## config.mk

```make
export PLATFORM = sky130hd
export DESIGN_NAME = cgra_job_scheduler
export DESIGN_NICKNAME = d
export VERILOG_FILES = /design/src/rtl/cgra_job_scheduler.sv
export SDC_FILE = /design/constraint.sdc
export NUM_CORES = 1
export LEC_CHECK = 0
export CELL_PAD_IN_SITES_DETAIL_PLACEMENT = 1
export CELL_PAD_IN_SITES_GLOBAL_PLACEMENT = 2
export CORE_UTILIZATION = 40
export DETAILED_ROUTE_END_ITERATION = 10
export GPL_TIMING_DRIVEN = 0
export PLACE_DENSITY = 0.78
export SYNTH_ARGS = -nofsm -noshare
export SYNTH_HDL_FRONTEND = slang
export SYNTH_SLANG_ARGS = --single-unit
```

## constraint.sdc

```tcl
create_clock -name Clk -period 4.9 [get_ports Clk]
set_input_delay 0.98 -clock Clk [delete_from_list [all_inputs] [get_ports Clk]]
set_output_delay 0.98 -clock Clk [all_outputs]
set_load 0.01 [all_outputs]
```

## src/rtl/cgra_job_scheduler.sv

```systemverilog
// cgra_job_scheduler: queues kernel job descriptors and, one job at a time,
// writes two config words into the CGRA control BRAM, runs the
// Computation_Start/Computation_Done four-phase handshake (optional timeout)
// and returns a completion record.
// Ports:
//   Clk, Rst                      clock, synchronous active-high reset
//   Job_Valid/Ready/Id/Word0/1    descriptor push interface
//   Timeout_Limit                 max Done wait in cycles (0 = no timeout)
//   Ctl_En/Wen/Addr/Data          control-BRAM write port
//   Computation_Start/Done        kernel start/done levels
//   Cpl_Valid/Ready/Id/Timeout    completion record interface
//   Busy                          scheduler active or queue non-empty
// Optional: define CGRA_SCHED_PERF_EN to add Perf_Last_Cycles/Perf_Job_Count.
module cgra_job_scheduler #(
    parameter int unsigned SYS_DWIDTH = 32,
    parameter int unsigned BYTE_LEN   = 4,
    parameter int unsigned QDEPTH     = 4,
    parameter int unsigned IDW        = 8,
    parameter int unsigned TOW        = 20
) (
    input  logic                  Clk,
    input  logic                  Rst,
    input  logic                  Job_Valid,
    output logic                  Job_Ready,
    input  logic [IDW-1:0]        Job_Id,
    input  logic [SYS_DWIDTH-1:0] Job_Word0,
    input  logic [SYS_DWIDTH-1:0] Job_Word1,
    input  logic [TOW-1:0]        Timeout_Limit,
    output logic                  Ctl_En,
    output logic [BYTE_LEN-1:0]   Ctl_Wen,
    output logic [SYS_DWIDTH-1:0] Ctl_Addr,
    output logic [SYS_DWIDTH-1:0] Ctl_Data,
    output logic                  Computation_Start,
    input  logic                  Computation_Done,
    output logic                  Cpl_Valid,
    input  logic                  Cpl_Ready,
    output logic [IDW-1:0]        Cpl_Id,
    output logic                  Cpl_Timeout,
    output logic                  Busy
`ifdef CGRA_SCHED_PERF_EN
    ,
    output logic [31:0]           Perf_Last_Cycles,
    output logic [31:0]           Perf_Job_Count
`endif
);

    localparam int unsigned AW = $clog2(QDEPTH);

    typedef enum logic [2:0] {IDLE, CFG0, CFG1, RUN, CLR, CPL} state_t;

    state_t state_q, state_d;

    // Job queue storage and pointers (one extra wrap bit)
    logic [IDW-1:0]        q_id    [QDEPTH];
    logic [SYS_DWIDTH-1:0] q_w0    [QDEPTH];
    logic [SYS_DWIDTH-1:0] q_w1    [QDEPTH];
    logic [AW:0]           wr_ptr_q, wr_ptr_d, rd_ptr_q, rd_ptr_d;
    logic                  empty, full_d, push, pop;

    logic [IDW-1:0]        hold_id_q;
    logic [SYS_DWIDTH-1:0] hold_w0_q, hold_w1_q;
    logic [TOW-1:0]        tcnt_q, tcnt_d;
    logic                  to_flag_q, to_flag_d;

    logic                  job_ready_q;
    logic                  ctl_en_q, ctl_en_d;
    logic [BYTE_LEN-1:0]   ctl_wen_q, ctl_wen_d;
    logic [SYS_DWIDTH-1:0] ctl_addr_q, ctl_addr_d, ctl_data_q, ctl_data_d;
    logic                  start_q, start_d;
    logic                  cpl_valid_q, cpl_valid_d;
    logic [IDW-1:0]        cpl_id_q, cpl_id_d;
    logic                  cpl_to_q, cpl_to_d;
    logic                  busy_q, busy_d;

    // Job_Ready reflects the current !full, so no bypass when full
    assign push     = Job_Valid && job_ready_q;
    assign empty    = (wr_ptr_q == rd_ptr_q);
    assign pop      = (state_q == IDLE) && !empty && !Computation_Done;
    assign wr_ptr_d = push ? wr_ptr_q + (AW+1)'(1) : wr_ptr_q;
    assign rd_ptr_d = pop  ? rd_ptr_q + (AW+1)'(1) : rd_ptr_q;
    assign full_d   = (wr_ptr_d[AW] != rd_ptr_d[AW]) &&
                      (wr_ptr_d[AW-1:0] == rd_ptr_d[AW-1:0]);

    // Queue storage write (no reset needed on payload)
    always_ff @(posedge Clk) begin
        if (push) begin
            q_id[wr_ptr_q[AW-1:0]] <= Job_Id;
            q_w0[wr_ptr_q[AW-1:0]] <= Job_Word0;
            q_w1[wr_ptr_q[AW-1:0]] <= Job_Word1;
        end
    end

    // State register and datapath registers
    always_ff @(posedge Clk) begin
        if (Rst) begin
            state_q   <= IDLE;
            wr_ptr_q  <= '0;
            rd_ptr_q  <= '0;
            hold_id_q <= '0;
            hold_w0_q <= '0;
            hold_w1_q <= '0;
            tcnt_q    <= '0;
            to_flag_q <= 1'b0;
        end else begin
            state_q   <= state_d;
            wr_ptr_q  <= wr_ptr_d;
            rd_ptr_q  <= rd_ptr_d;
            tcnt_q    <= tcnt_d;
            to_flag_q <= to_flag_d;
            if (pop) begin
                hold_id_q <= q_id[rd_ptr_q[AW-1:0]];
                hold_w0_q <= q_w0[rd_ptr_q[AW-1:0]];
                hold_w1_q <= q_w1[rd_ptr_q[AW-1:0]];
            end
        end
    end

    // Next-state logic; Done takes priority over a simultaneous timeout hit
    always_comb begin
        state_d   = state_q;
        tcnt_d    = '0;
        to_flag_d = to_flag_q;
        unique case (state_q)
            IDLE: if (!empty && !Computation_Done) state_d = CFG0;
            CFG0: state_d = CFG1;
            CFG1: state_d = RUN;
            RUN: begin
                tcnt_d = tcnt_q + TOW'(1);
                if (Computation_Done) begin
                    state_d   = CLR;
                    to_flag_d = 1'b0;
                end else if ((Timeout_Limit != '0) &&
                             (tcnt_q == Timeout_Limit - TOW'(1))) begin
                    state_d   = CLR;
                    to_flag_d = 1'b1;
                end
            end
            CLR: if (!Computation_Done) state_d = CPL;
            CPL: if (cpl_valid_q && Cpl_Ready) state_d = IDLE;
            default: state_d = IDLE;
        endcase
    end

    // Output decode from current state; registered below
    always_comb begin
        ctl_en_d    = 1'b0;
        ctl_wen_d   = '0;
        ctl_addr_d  = '0;
        ctl_data_d  = '0;
        start_d     = 1'b0;
        cpl_valid_d = 1'b0;
        cpl_id_d    = cpl_id_q;
        cpl_to_d    = cpl_to_q;
        busy_d      = (state_d != IDLE) || (wr_ptr_d != rd_ptr_d);
        unique case (state_q)
            CFG0: begin
                ctl_en_d   = 1'b1;
                ctl_wen_d  = {BYTE_LEN{1'b1}};
                ctl_addr_d = SYS_DWIDTH'(0);
                ctl_data_d = hold_w0_q;
            end
            CFG1: begin
                ctl_en_d   = 1'b1;
                ctl_wen_d  = {BYTE_LEN{1'b1}};
                ctl_addr_d = SYS_DWIDTH'(4);
                ctl_data_d = hold_w1_q;
            end
            RUN: start_d = 1'b1;
            CPL: begin
                // Drop valid right after the accepting edge
                cpl_valid_d = !(cpl_valid_q && Cpl_Ready);
                cpl_id_d    = hold_id_q;
                cpl_to_d    = to_flag_q;
            end
            default: ;
        endcase
    end

    // Output registers
    always_ff @(posedge Clk) begin
        if (Rst) begin
            job_ready_q <= 1'b1;
            ctl_en_q    <= 1'b0;
            ctl_wen_q   <= '0;
            ctl_addr_q  <= '0;
            ctl_data_q  <= '0;
            start_q     <= 1'b0;
            cpl_valid_q <= 1'b0;
            cpl_id_q    <= '0;
            cpl_to_q    <= 1'b0;
            busy_q      <= 1'b0;
        end else begin
            job_ready_q <= !full_d;
            ctl_en_q    <= ctl_en_d;
            ctl_wen_q   <= ctl_wen_d;
            ctl_addr_q  <= ctl_addr_d;
            ctl_data_q  <= ctl_data_d;
            start_q     <= start_d;
            cpl_valid_q <= cpl_valid_d;
            cpl_id_q    <= cpl_id_d;
            cpl_to_q    <= cpl_to_d;
            busy_q      <= busy_d;
        end
    end

    assign Job_Ready         = job_ready_q;
    assign Ctl_En            = ctl_en_q;
    assign Ctl_Wen           = ctl_wen_q;
    assign Ctl_Addr          = ctl_addr_q;
    assign Ctl_Data          = ctl_data_q;
    assign Computation_Start = start_q;
    assign Cpl_Valid         = cpl_valid_q;
    assign Cpl_Id            = cpl_id_q;
    assign Cpl_Timeout       = cpl_to_q;
    assign Busy              = busy_q;

`ifdef CGRA_SCHED_PERF_EN
    // RUN-cycle count equals the number of cycles Start is high
    logic [31:0] perf_run_q, perf_last_q, perf_cnt_q;

    always_ff @(posedge Clk) begin
        if (Rst) begin
            perf_run_q  <= '0;
            perf_last_q <= '0;
            perf_cnt_q  <= '0;
        end else begin
            if (state_q == RUN)       perf_run_q <= perf_run_q + 32'(1);
            else if (state_q == IDLE) perf_run_q <= '0;
            if ((state_q == CLR) && (state_d == CPL)) perf_last_q <= perf_run_q;
            if (cpl_valid_q && Cpl_Ready) perf_cnt_q <= perf_cnt_q + 32'(1);
        end
    end

    assign Perf_Last_Cycles = perf_last_q;
    assign Perf_Job_Count   = perf_cnt_q;
`endif

endmodule
```

==> impl_metrics.json <==
{
  "cts_sinks": 437,
  "cts_tree": "built",
  "post-synth-top-count-cell": "edfxtp_1",
  "setup_viol_count_final": 0,
  "synthCells": 1112,
  "first_pass_iters": 8,
  "root_buffer": "clkbuf_16",
  "ir_drop_mv": 0.323,
  "ys_top_cells_by_area": "edfxtp_1 52%, dfxtp_1 18%, mux4_2 9.7%",
  "path_depth": 9,
  "slowest_stage": "clkdlybuf4s50_1",
  "start_kind": "input port",
  "drtIter0Drc": 447,
  "wl_per_cell_um": 20.7,
  "synth_ff_type": "edfxtp_1",
  "violations": "DRC",
  "synth.avg_cell_area_um2": 15.0,
  "synth.distinct_cells": 60,
  "clkLatencyLatePin_ns": 0.55,
  "crit_path_cell_trace": "clkdlybuf4s50_1, inv_1, ha_1, or3b_1, nor4b_2, a31oi_1, nor4_1, nand4_1, a221oi_1",
  "max_freq_mhz": 309,
  "cts_resized": 0,
  "gr-total-overflow": 0,
  "synth_commonest_cells": "288 x edfxtp_1, 157 x nand2_1, 149 x dfxtp_1",
  "yosysWarnings": 0,
  "initial_core_util_pct": 40.8,
  "cp-end-kind": "flip-flop",
  "antenna_found_initial": 4,
  "setup_ws_ns": 1.66,
  "max_slew_margin_pct": 7.77,
  "drive_gt1_share_pct": 14.2,
  "vias": 9759,
  "ys_seq_area_share_pct": 69.5,
  "drc": 22,
  "drv_slew": 0,
  "arrival_ns": 3.68,
  "design_area_mm2": 0.0205,
  "dp_slack_ns": 1.08,
  "required_ns": 5.34,
  "critPathMaxStageDelay_ns": 0.54,
  "hp-class": "reg2reg",
  "grt_pass1_wl_um": 59700,
  "synth_area_mm2": 0.0167,
  "setup_tns_ns": 0,
  "layout_min_cycle_time_ns": 3.24,
  "dieArea_mm2": 0.0426,
  "area_growth_pct": 22.5,
  "yosysTopAreaCell": "edfxtp_1",
  "clk_pin_slew_ns": 0.06,
  "place_area_mm2": 0.0191,
  "synth_seq_cells": 437,
  "final-hold-violation-count": 0,
  "totalWireLength_um": 39300,
  "die-width_um": 206,
  "ant_nets": 0,
  "row_count": 74,
  "synth_edf_count": 288,
  "p_leak_uw": 0.00691,
  "viasPerCell": 5.12,
  "place_congestion": 0.772,
  "hold_buffers": 0,
  "path_class": "in2reg",
  "place_hpwl_um": 26300,
  "cp_max_fo": 6,
  "tightest_slew_ns": 1.36,
  "synth_async_sr_flop_share_pct": 0,
  "grt_start_max_net_pins": 54,
  "h-tree-depth": 2,
  "die_h_um": 206,
  "fp.coreArea_mm2": 0.0410,
  "power_density_mw_per_mm2": 444,
  "layout.nets": 1442,
  "cap_violations": 0,
  "min_period_over_period_pct": 66.1,
  "crit_buf_inv": 2,
  "ioPinCount": 179,
  "clockBufferDepth": 3,
  "grt_setup_unrepaired": "no",
  "grt_pass1_vias": 10300,
  "io_buffers": 145,
  "fin_util_pct": 50.0,
  "critical_path.top_delay_family": "simple AND/OR/NAND/NOR gates",
  "total_power_uw": 9100,
  "reg2regPathDepth": 7,
  "grt_usage_pct": 18.7,
  "outcome": "finished with violations",
  "synth_top_area_share_pct": 51.7,
  "cts_buffers": 44,
  "postCtsSetupBuffers": 0,
  "hold_depth": 2,
  "fin_worst_skew_ns": 0.0228
}
placed cells by master (no fill, tap or decap), types with 3 or more instances in the layout:
master / instances
nor4_4: 3
nor3_1: 7
xnor2_1: 24
clkinv_2: 3
nand2_1: 157
a21oi_1: 78
nor3b_1: 3
or4_1: 3
conb_1: 31
o21ai_0: 7
buf_2: 8
or3_1: 4
nand3b_1: 3
bufinv_16: 3
nand4_1: 7
dfxtp_1: 149
a22o_1: 32
mux2i_1: 12
inv_1: 8
clkbuf_16: 45
nor2b_1: 3
buf_16: 4
buf_4: 35
buf_1: 7
o211a_1: 3
nor2_1: 50
clkinv_1: 9
and3_4: 3
mux4_2: 72
and3_1: 8
xor2_1: 30
clkdlybuf4s50_1: 145
clkbuf_1: 54
ha_1: 8
a31oi_1: 5
edfxtp_1: 288
clkbuf_8: 6
nor4_1: 3
nand3_1: 15
registers in the layout (all words and copies together), names as in the netlist, 8 cells and up:
signal	flops
Ctl_Data	32
hold_id_q	8
q_w0	128
tcnt_q	20
hold_w1_q	32
q_w1	128
hold_w0_q	32
Cpl_Id	8
q_id	32
logic make-up after synthesis:
family / count (synthesis) / synth area share (%)
compound gates: 143 / 5.60
other cells: 1 / 0.0224
flops: 437 / 69.5
xor+xnor: 54 / 2.83
buf+inv: 101 / 3.11
mux: 84 / 10.4
fa+ha+maj: 8 / 0.598
simple gates: 284 / 7.89
tightest hold or removal path, stage by stage (launching register included):
cell and delay (ns):
dfxtp_1 0.30, nand2_1 0.05, a21oi_1 0.05
metrics by stage:
step | cells | hold slack (ns)
floorplan | 1142 | 0.436
global placement | 1819 | 0.442
detailed placement | 1823 | 0.446
CTS | 1903 | 0.455
global route | 1903 | 0.478
finish | 1905 | 0.452
layout make-up:
class                           count  area, µm²
Antenna cell                        2       5.00
Multi-Input combinational cell    604       4700
Clock inverter                     17        154
Tap cell                          532        666
Buffer                             93        494
Inverter                            8       30.0
Timing Repair Buffer              149       1560
Clock buffer                       63       1250
Fill cell                        4074      20500
Sequential cell                   437      11600
power breakdown:
group	switching, µW	total (µW)	internal [µW]	leakage [µW]
sequential	125	4330	4210	0.00385
combinational	825	1490	663	0.00237
clock	1350	3280	1930	0.000680
path summary, 6_finish.rpt:
path / start / to / slack, ns
worst max register to register: wr_ptr_q[2]$_SDFF_PP0_ / hold_w0_q[27]$_SDFFE_PP0P_ / 2.29
worst min register to register: hold_id_q[0]$_SDFFE_PP0P_ / hold_id_q[0]$_SDFFE_PP0P_ / 0.45
worst max-delay path: Timeout_Limit[0] / state_q[2]$_SDFF_PP0_ / 1.66
worst min-delay path: hold_id_q[0]$_SDFFE_PP0P_ / hold_id_q[0]$_SDFFE_PP0P_ / 0.45
layer usage:
| layer | vias up | GRT usage [%] | wire [µm] |
|---|---|---|---|
| met5 | - | 0 | 49 |
| met4 | 6 | 4.33 | 645 |
| met3 | 52 | 3.20 | 1700 |
| met2 | 176 | 32.8 | 19900 |
| met1 | 4969 | 24.1 | 17000 |
| li1 | 4556 | - | - |
No activity file was read; power rests on OpenSTA's default activity.
